<file path="src/rtl/usb_pid_pkg.sv">
// Shared USB PID definitions: PID code enum, receive FSM states, legality
// and bit-order helpers used by the PID receive tracker.
package usb_pid_pkg;

  typedef enum logic [3:0] {
    PID_OUT   = 4'b0001,
    PID_IN    = 4'b1001,
    PID_DATA0 = 4'b0011,
    PID_DATA1 = 4'b1011,
    PID_ACK   = 4'b0010,
    PID_NAK   = 4'b1010,
    PID_STALL = 4'b1110,
    PID_SETUP = 4'b1101
  } pid_t;

  typedef enum logic [1:0] {
    ST_IDLE,
    ST_CAPT,
    ST_DONE
  } rx_state_t;

  // The shifter delivers bits in wire order, so each nibble arrives mirrored.
  function automatic logic [3:0] rev4(input logic [3:0] v);
    return {v[0], v[1], v[2], v[3]};
  endfunction

  function automatic logic [7:0] rev8(input logic [7:0] v);
    return {rev4(v[3:0]), rev4(v[7:4])};
  endfunction

  function automatic logic pid_legal(input logic [3:0] pid, input logic ext);
    logic ok;
    ok = 1'b0;
    case (pid)
      PID_OUT, PID_IN, PID_DATA0, PID_DATA1, PID_ACK: ok = 1'b1;
      PID_NAK, PID_STALL, PID_SETUP:                  ok = ext;
      default:                                        ok = 1'b0;
    endcase
    return ok;
  endfunction

  function automatic logic pid_is_data(input logic [3:0] pid);
    return (pid == PID_DATA0) || (pid == PID_DATA1);
  endfunction

endpackage

</file>
<file path="src/rtl/pid_toggle_bank.sv">
// Per-endpoint expected DATA0/DATA1 toggle flops with a combinational read
// of the selected endpoint; out-of-range selects read 0 and write nothing.
module pid_toggle_bank
  import usb_pid_pkg::*;
#(
  parameter int NUM_EP = 4,
  parameter int EP_W   = 2
) (
  input  logic            clk,
  input  logic            n_rst,
  input  logic [EP_W-1:0] ep_sel,
  input  logic            tog_adv,
  input  logic            tog_clr,
  output logic            tog_exp
);

  logic [NUM_EP-1:0] tog_vec;

  for (genvar gi = 0; gi < NUM_EP; gi++) begin : g_ep
    logic hit;
    logic tog_q;

    assign hit = (int'(ep_sel) == gi);

    // Clear dominates advance when both arrive together.
    always_ff @(posedge clk or negedge n_rst) begin
      if (!n_rst) begin
        tog_q <= 1'b0;
      end else if (hit && tog_clr) begin
        tog_q <= 1'b0;
      end else if (hit && tog_adv) begin
        tog_q <= ~tog_q;
      end
    end

    assign tog_vec[gi] = tog_q;
  end

  always_comb begin
    tog_exp = 1'b0;
    for (int i = 0; i < NUM_EP; i++) begin
      if (int'(ep_sel) == i) tog_exp = tog_vec[i];
    end
  end

endmodule

</file>
<file path="src/rtl/pid_rx_tracker.sv">
// PID receive tracker: captures the PID byte, checks/classifies it, tracks
// data toggles and counts errors. PID_EXT_EN adds NAK/STALL/SETUP as legal.
module pid_rx_tracker
  import usb_pid_pkg::*;
#(
  parameter int NUM_EP    = 4,
  parameter int EP_W      = (NUM_EP > 1) ? $clog2(NUM_EP) : 1,
  parameter int ERR_CNT_W = 8
) (
  input  logic                 clk,
  input  logic                 n_rst,
  input  logic [7:0]           rcv_data,
  input  logic                 PID_mode,
  input  logic                 PID_clear,
  input  logic [EP_W-1:0]      ep_sel,
  input  logic                 tog_adv,
  input  logic                 tog_clr,
  input  logic                 err_clr,
  output logic [3:0]           rx_packet,
  output logic [3:0]           PID_byte,
  output logic                 PID_valid,
  output logic                 PID_err,
  output logic                 chk_err,
  output logic                 seq_err,
  output logic                 tog_exp,
  output logic [ERR_CNT_W-1:0] err_count
);

`ifdef PID_EXT_EN
  localparam logic EXT_LEGAL = 1'b1;
`else
  localparam logic EXT_LEGAL = 1'b0;
`endif

  rx_state_t            state_q, state_d;
  logic [7:0]           hold_q, hold_d;
  logic                 pid_err_q, pid_err_d;
  logic                 chk_err_q, chk_err_d;
  logic                 seq_err_q, seq_err_d;
  logic [ERR_CNT_W-1:0] err_cnt_q, err_cnt_d;

  logic [3:0] pid_w, check_w;
  logic       chk_bad, illegal, seq_bad, eval;

  pid_toggle_bank #(
    .NUM_EP (NUM_EP),
    .EP_W   (EP_W)
  ) u_tog (
    .clk     (clk),
    .n_rst   (n_rst),
    .ep_sel  (ep_sel),
    .tog_adv (tog_adv),
    .tog_clr (tog_clr),
    .tog_exp (tog_exp)
  );

  assign pid_w   = rev4(hold_q[7:4]);
  assign check_w = rev4(hold_q[3:0]);
  assign chk_bad = (check_w != ~pid_w);
  assign illegal = !pid_legal(pid_w, EXT_LEGAL);
  // A corrupted PID cannot be trusted to carry a meaningful toggle bit.
  assign seq_bad = !chk_bad && pid_is_data(pid_w) && (pid_w[3] != tog_exp);

  always_comb begin
    state_d   = state_q;
    hold_d    = hold_q;
    pid_err_d = pid_err_q;
    chk_err_d = chk_err_q;
    seq_err_d = seq_err_q;
    err_cnt_d = err_cnt_q;
    eval      = 1'b0;

    case (state_q)
      ST_IDLE: if (PID_mode) begin
        hold_d  = rcv_data;
        state_d = ST_CAPT;
      end
      ST_CAPT: begin
        eval    = 1'b1;
        state_d = ST_DONE;
      end
      ST_DONE: begin
        if (PID_mode) begin
          hold_d  = rcv_data;
          state_d = ST_CAPT;
        end else begin
          state_d = ST_IDLE;
        end
      end
      default: state_d = ST_IDLE;
    endcase

    // Abort drops any pending evaluation; a simultaneous capture still starts.
    if (PID_clear) begin
      eval      = 1'b0;
      pid_err_d = 1'b0;
      chk_err_d = 1'b0;
      seq_err_d = 1'b0;
      if (PID_mode) begin
        hold_d  = rcv_data;
        state_d = ST_CAPT;
      end else begin
        hold_d  = 8'hFF;
        state_d = ST_IDLE;
      end
    end

    if (eval) begin
      pid_err_d = illegal | chk_bad;
      chk_err_d = chk_bad;
      seq_err_d = seq_bad;
      if ((illegal | chk_bad | seq_bad) && !(&err_cnt_q)) begin
        err_cnt_d = err_cnt_q + ERR_CNT_W'(1);
      end
    end

    if (err_clr) err_cnt_d = '0;
  end

  always_ff @(posedge clk or negedge n_rst) begin
    if (!n_rst) begin
      state_q   <= ST_IDLE;
      hold_q    <= 8'hFF;
      pid_err_q <= 1'b0;
      chk_err_q <= 1'b0;
      seq_err_q <= 1'b0;
      err_cnt_q <= '0;
    end else begin
      state_q   <= state_d;
      hold_q    <= hold_d;
      pid_err_q <= pid_err_d;
      chk_err_q <= chk_err_d;
      seq_err_q <= seq_err_d;
      err_cnt_q <= err_cnt_d;
    end
  end

  assign rx_packet = pid_w;
  assign PID_byte  = pid_w;
  assign PID_valid = (state_q == ST_DONE);
  assign PID_err   = pid_err_q;
  assign chk_err   = chk_err_q;
  assign seq_err   = seq_err_q;
  assign err_count = err_cnt_q;

endmodule
</file>
<file path="config.mk">
export PLATFORM = sky130hd
export DESIGN_NAME = pid_rx_tracker
export DESIGN_NICKNAME = d
export VERILOG_FILES = /design/src/rtl/usb_pid_pkg.sv /design/src/rtl/pid_toggle_bank.sv /design/src/rtl/pid_rx_tracker.sv
export SDC_FILE = /design/constraint.sdc
export NUM_CORES = 1
export LEC_CHECK = 0
export ABC_CLOCK_PERIOD_IN_PS = 4300
export CAP_MARGIN = 30
export CORE_MARGIN = 1
export CORE_UTILIZATION = 25
export CTS_BUF_LIST = sky130_fd_sc_hd__clkbuf_2
export DETAILED_ROUTE_END_ITERATION = 10
export GPL_ROUTABILITY_DRIVEN = 0
export GPL_TIMING_DRIVEN = 1
export PLACE_DENSITY = 0.54
export REMOVE_ABC_BUFFERS = 1
export SYNTH_ARGS = -nofsm -noshare
export SYNTH_HDL_FRONTEND = slang
export SYNTH_SLANG_ARGS = --single-unit
</file>
<file path="constraint.sdc">
create_clock -name clk -period 4.3 [get_ports clk]
set_input_delay 0.43 -clock clk [delete_from_list [all_inputs] [get_ports clk]]
set_output_delay 0.43 -clock clk [all_outputs]
set_load 0.02 [all_outputs]
</file>
Word level (Yosys, flattened, before mapping)
Memories as Yosys holds them, arrays and structs flattened.
Cells that the tools add are included.
{"block": "totals", "register_bits": 25, "romBits": 16, "out_inout_bits": 21, "wordCells": 88, "n_memories": 1}
{"block": "op_classes", "n_addsub": 1, "eq_ne": 10, "muxes": 29, "bitwise_logic": 7, "reduce_logical": 30}
{"name": "(no name shown)", "depth": 16, "word_bits": 1, "read_ports": 1, "rd_ports_with_merged_regs": 0, "write_ports": 0, "line_no": "usb_pid_pkg.sv:34", "text": "case (pid)"}
{"cell": "8-bit two-way mux", "count": 7}
{"cell": "1-bit two-way mux", "count": 19}
{"cell": "2-bit nonzero test", "count": 9}
{"cell": "1-bit logical AND", "count": 11}
{"cell": "8-bit by 1-bit adder with 8-bit output, second input constant", "count": 1}
{"cell": "8-bit AND reduction", "count": 1}
{"cell": "2-bit equality test, second input constant", "count": 3}
{"cell": "2-bit one-hot mux with 3 select lines", "count": 1}
{"cell": "2-bit by 1-bit equality test with 1-bit output, second input constant", "count": 2}
{"cell": "4-bit by 2-bit equality test with 1-bit output, second input constant", "count": 1}
{"cell": "4-bit equality test, second input constant", "count": 1}
{"cell": "2-bit zero test", "count": 2}
{"cell": "2-bit two-way mux", "count": 2}
{"cell": "4-bit != test", "count": 1}
{"cell": "1-bit inverter", "count": 4}
{"cell": "4-bit inverter", "count": 1}
{"cell": "2-bit AND reduction", "count": 2}
{"cell": "1-bit zero test", "count": 3}
{"cell": "3-bit != test, second input constant", "count": 1}
{"cell": "1-bit OR", "count": 2}
{"cell": "2-bit OR reduction", "count": 1}
{"cell": "1-bit logical OR", "count": 1}
{"cell": "1-bit != test", "count": 1}

Logic depth before layout (Yosys ltp)
{"block": "depth", "depth_word": 12, "ltp_mapped": 6, "mapped_depth_nobuf": 5}

Cells and area by module
Synthesis repeated with hierarchy kept, for this count alone.
{"block": "unflattened", "hier_cells": 124, "hier_area_um2": 1282.5}
{"mod": "pid_rx_tracker", "n_inst": 1, "cells_per_inst": 105, "area_each_um2": 1073.5}
{"mod": "pid_toggle_bank", "n_inst": 1, "cells_per_inst": 19, "area_each_um2": 209.0}

Worst setup path before layout
No wires, ideal clock.
{"block": "synth_path", "path_kind": "input -> register", "start": "input ep_sel[1]", "end": "register err_cnt_q[0], in the netlist err_count[0]", "arrival_ns": 1.955, "required_time_ns": 4.172, "slack_ns": 2.218, "stages": 6, "path_cell_list": "clkbuf_1 -> mux4_2 -> xor2_2 -> nand4b_4 -> a21boi_4 -> mux2_1"}
{"block": "synth_via", "elab_chain_len": 11}
{"element": "from (decl)", "line_no": "pid_rx_tracker.sv:15", "text": "input logic [EP_W-1:0] ep_sel,"}
{"element": "2-bit zero test", "line_no": "pid_toggle_bank.sv:42", "text": "if (int'(ep_sel) == i) tog_exp = tog_vec[i];"}
{"element": "1-bit two-way mux (3 in series)", "line_no": "pid_toggle_bank.sv:42"}
{"element": "1-bit two-way mux (*)", "line_no": "pid_toggle_bank.sv:42"}
{"element": "named net tog_exp", "line_no": "pid_rx_tracker.sv:25", "text": "output logic tog_exp,"}
{"element": "1-bit != test (*)", "line_no": "pid_rx_tracker.sv:62", "text": "assign seq_bad = !chk_bad && pid_is_data(pid_w) && (pid_w[3] != tog_exp);"}
{"element": "1-bit logical AND (*)", "line_no": "pid_rx_tracker.sv:62"}
{"element": "1-bit OR (*)", "line_no": "pid_rx_tracker.sv:112", "text": "if ((illegal | chk_bad | seq_bad) && !(&err_cnt_q)) begin"}
{"element": "1-bit logical AND (*)", "line_no": "pid_rx_tracker.sv:112"}
{"element": "2-bit nonzero test (no source line) (*)"}
{"element": "2-bit AND reduction (no source line) (*)"}
{"element": "to (signal assigned)", "line_no": "pid_rx_tracker.sv:134", "text": "err_cnt_q <= err_cnt_d;"}
{"element": "to (decl)", "line_no": "pid_rx_tracker.sv:40", "text": "logic [ERR_CNT_W-1:0] err_cnt_q, err_cnt_d;"}
The timed path passes the listed nets; every way through them passes the cells marked *.
A chain may end at the register's enable or synchronous reset.

Worst setup path after layout
{"block": "layout_path", "start": "input ep_sel[0]", "end": "output tog_exp"}
{"block": "layout_via", "elab_chain_len": 5}
{"element": "2-bit zero test", "line_no": "pid_toggle_bank.sv:42"}
{"element": "1-bit two-way mux (3 in series)", "line_no": "pid_toggle_bank.sv:42"}
{"element": "1-bit two-way mux (*)", "line_no": "pid_toggle_bank.sv:42"}
{"element": "to (decl)", "line_no": "pid_rx_tracker.sv:25"}
Every way passes the cells marked *; elsewhere a longest branch is shown, timed or not.

==> impl_metrics.ini <==
[sta]
finalHoldViolCount = 0
fin_setup_tns_ps = 0
setup_viol = 0
worst_slew_pin_slew_ps = 624
timing.final.crit_share = 0.603
period_needed_ps = 2590
skew_ps = 2.64
drv_slew = 0
fmaxAchievable_ghz = 0.386
slew-limit-headroom = 0.581
rsz0062_at_grt = false
fin_hold_ws_ps = 403

[outcome]
status = completed

[cells_and_area]
syn_to_final_growth_pct = 30.6
fin_nets = 180
diodes = 0
num-fill-cells = 538
fin_util = 0.344
stdcell_count = 231
drive_gt1_frac = 0.118

[global_route]
grt_pass1_wl_um = 5080
grt_max_degree = 26
grt_use_total = 0.105
grt-ovfl-total = 0
antenna_found_initial = 0
grt_pass1_vias = 1113

[setup_path]
critPathCapture = tog_exp
worstPathCellList = clkdlybuf4s50_1 -> mux4_2 -> clkdlybuf4s50_1
cp.required_ps = 3870
reg2reg_depth = 5
r2r-start = hold_q[6]
critical-path-max-stage-delay_ps = 590
start_kind = input port
worst-setup-path-type = in2out
startpoint = ep_sel[0]
rr_endpoint = err_count[6]
worstSetupEndpointType = output pin
crit_cells = 3
crit_buf_inv = 2
slowest_stage = clkdlybuf4s50_1
crit_fanout = 7
cpMostUsedCell = clkdlybuf4s50_1
r2r_setup_slack_ps = 2220
crit_family = buffers and inverters
arrival_ps = 2160

[routing]
wire_per_inst_um = 12.8
finalWirelength_um = 2950
route.detailed.drc = 0
ant_nets = 0
viasPerCell = 4.54
first_pass_iters = 4
via_count = 1048
drt-initial-drc-count = 49

[clock_tree]
cts.sink_count = 25
post_cts_resized = 0
cts_root_buf = clkbuf_2
clk_pin_slew_ps = 250
cts_tree = done
clockBufferDepth = 2
postCtsHoldBufs = 0
post_cts_buffers = 0
clkLatencyLatePin_ps = 340
cts_made_buffers = 3
h-tree-depth = 1

[yosys]
yosysMostFrequentCell = dfrtp_1
synth_fa_ha_area_frac = 0.00912
seq_area_frac_synth = 0.463
synth-xor-area-share = 0.0374
avgSynthCellArea_um2 = 10.6
synth_top_family_by_area = simple AND/OR/NAND/NOR gates
synth.distinct_cells = 33
yosys-top-cells-area = dfrtp_1 (31%), dfstp_2 (15%), mux2_1 (5.7%)
synth.ff_latch_count = 25
synth_top_area_cell = dfrtp_1
ys_async_sr_fraction = 1.00
synthSimpleGateAreaFrac = 0.186
synth_area_mm2 = 0.00137
synth-edff-count = 0
synth_compound_area_frac = 0.160
yosys.area.top_type_share = 0.310
synth_cells = 129
muxShareOfSynthArea = 0.0811
synth_commonest_cells = dfrtp_1 (17), nor2_1 (11)
ys.flop_type = dfrtp_1
yosysWarnings = 0

[placed_design]
dpl.cell_count = 227
port_buffers = 37
hpwl_um = 2230

[pwr]
p_leak_nw = 0.744
vdd_drop_max_mv = 0.118
p_per_area_mw_per_mm2 = 271

[min_path]
min_path_type = in2async

[die]
initial_core_util = 0.264
rows = 26
dieArea_mm2 = 0.00579
die_y_um = 76.1
pin_count = 38
core_mm2 = 0.00520
die_x_um = 76.1

[job]
drv_cap = 0
-- stage by stage --
stage	setup slack, ps	power [mW]	area (µm²)
floorplan	2280	0.337	1310
global placement	1650	0.393	1770
detailed placement	1550	0.396	1770
CTS	1690	0.495	1790
global route	1620	0.517	1790
finish	1710	0.486	1790
-- where the power goes --
part           total (mW)  switching (mW)  leakage [nW]  internal (mW)
logic               0.116          0.0570         0.419         0.0595
clock network      0.0958          0.0742        0.0126         0.0216
registers           0.274          0.0170         0.313          0.257
-- layout by cell type, fill, tap and decap left out, types with 3 or more instances in the layout --
| cell | Yosys | routed |
|---|---|---|
| a21oi_1 | 8 | 8 |
| and3_1 | 3 | 3 |
| clkbuf_2 | 0 | 3 |
| clkdlybuf4s50_1 | 0 | 37 |
| dfrtp_1 | 17 | 17 |
| dfstp_2 | 8 | 8 |
| inv_1 | 5 | 5 |
| mux2_1 | 7 | 7 |
| nand2_1 | 8 | 8 |
| nand2b_1 | 3 | 3 |
| nand4_1 | 4 | 4 |
| nor2_1 | 11 | 11 |
| nor2b_1 | 8 | 8 |
| o21ai_0 | 6 | 6 |
| o22a_1 | 8 | 8 |
| o31ai_1 | 3 | 3 |
| xnor2_1 | 4 | 4 |
-- per-layer routing --
| metal | wire length (µm) | GRT usage | up-vias |
|---|---|---|---|
| met3 | 111 | 0.0216 | 4 |
| met5 | 0 | 0 | - |
| met1 | 1320 | 0.127 | 509 |
| met2 | 1500 | 0.188 | 18 |
| met4 | 23 | 0.0308 | 0 |
| li1 | - | - | 517 |
-- sequential cells by signal, indices dropped and copies added (netlist names) --
name              flops
u_tog.g_ep.tog_q      4
PID_err               1
chk_err               1
seq_err               1
err_count             8
state_q               2
hold_q                8
-- cell families after synthesis --
logic type,after synthesis
fa+ha+maj,1
buf+inv,15
compound gates,31
simple gates,43
mux,9
xor+xnor,5
flops,25
-- worst min-delay path by stage --
stage	from	end	slack, ps	cells after the start
final	n_rst	state_q[0]	400	2
after global routing	n_rst	state_q[0]	390	2
after CTS	n_rst	u_tog.g_ep[3].tog_q	380	2
after detailed placement	u_tog.g_ep[1].tog_q	u_tog.g_ep[1].tog_q	470	1
after global placement	u_tog.g_ep[2].tog_q	u_tog.g_ep[2].tog_q	460	1
after floorplan	n_rst	PID_err	130	0
-- area by class of cell --
type                    instances  area (µm²)  area share
clock buffers                   3        15.0     0.00837
multi-input cells              89         651       0.363
inverters                       5        18.8      0.0105
repair buffers                 38         378       0.211
well taps                      70        87.6      0.0488
clock inverters                 1        7.51     0.00419
flip-flops and latches         25         636       0.355
(Power assumes the default switching activity.)
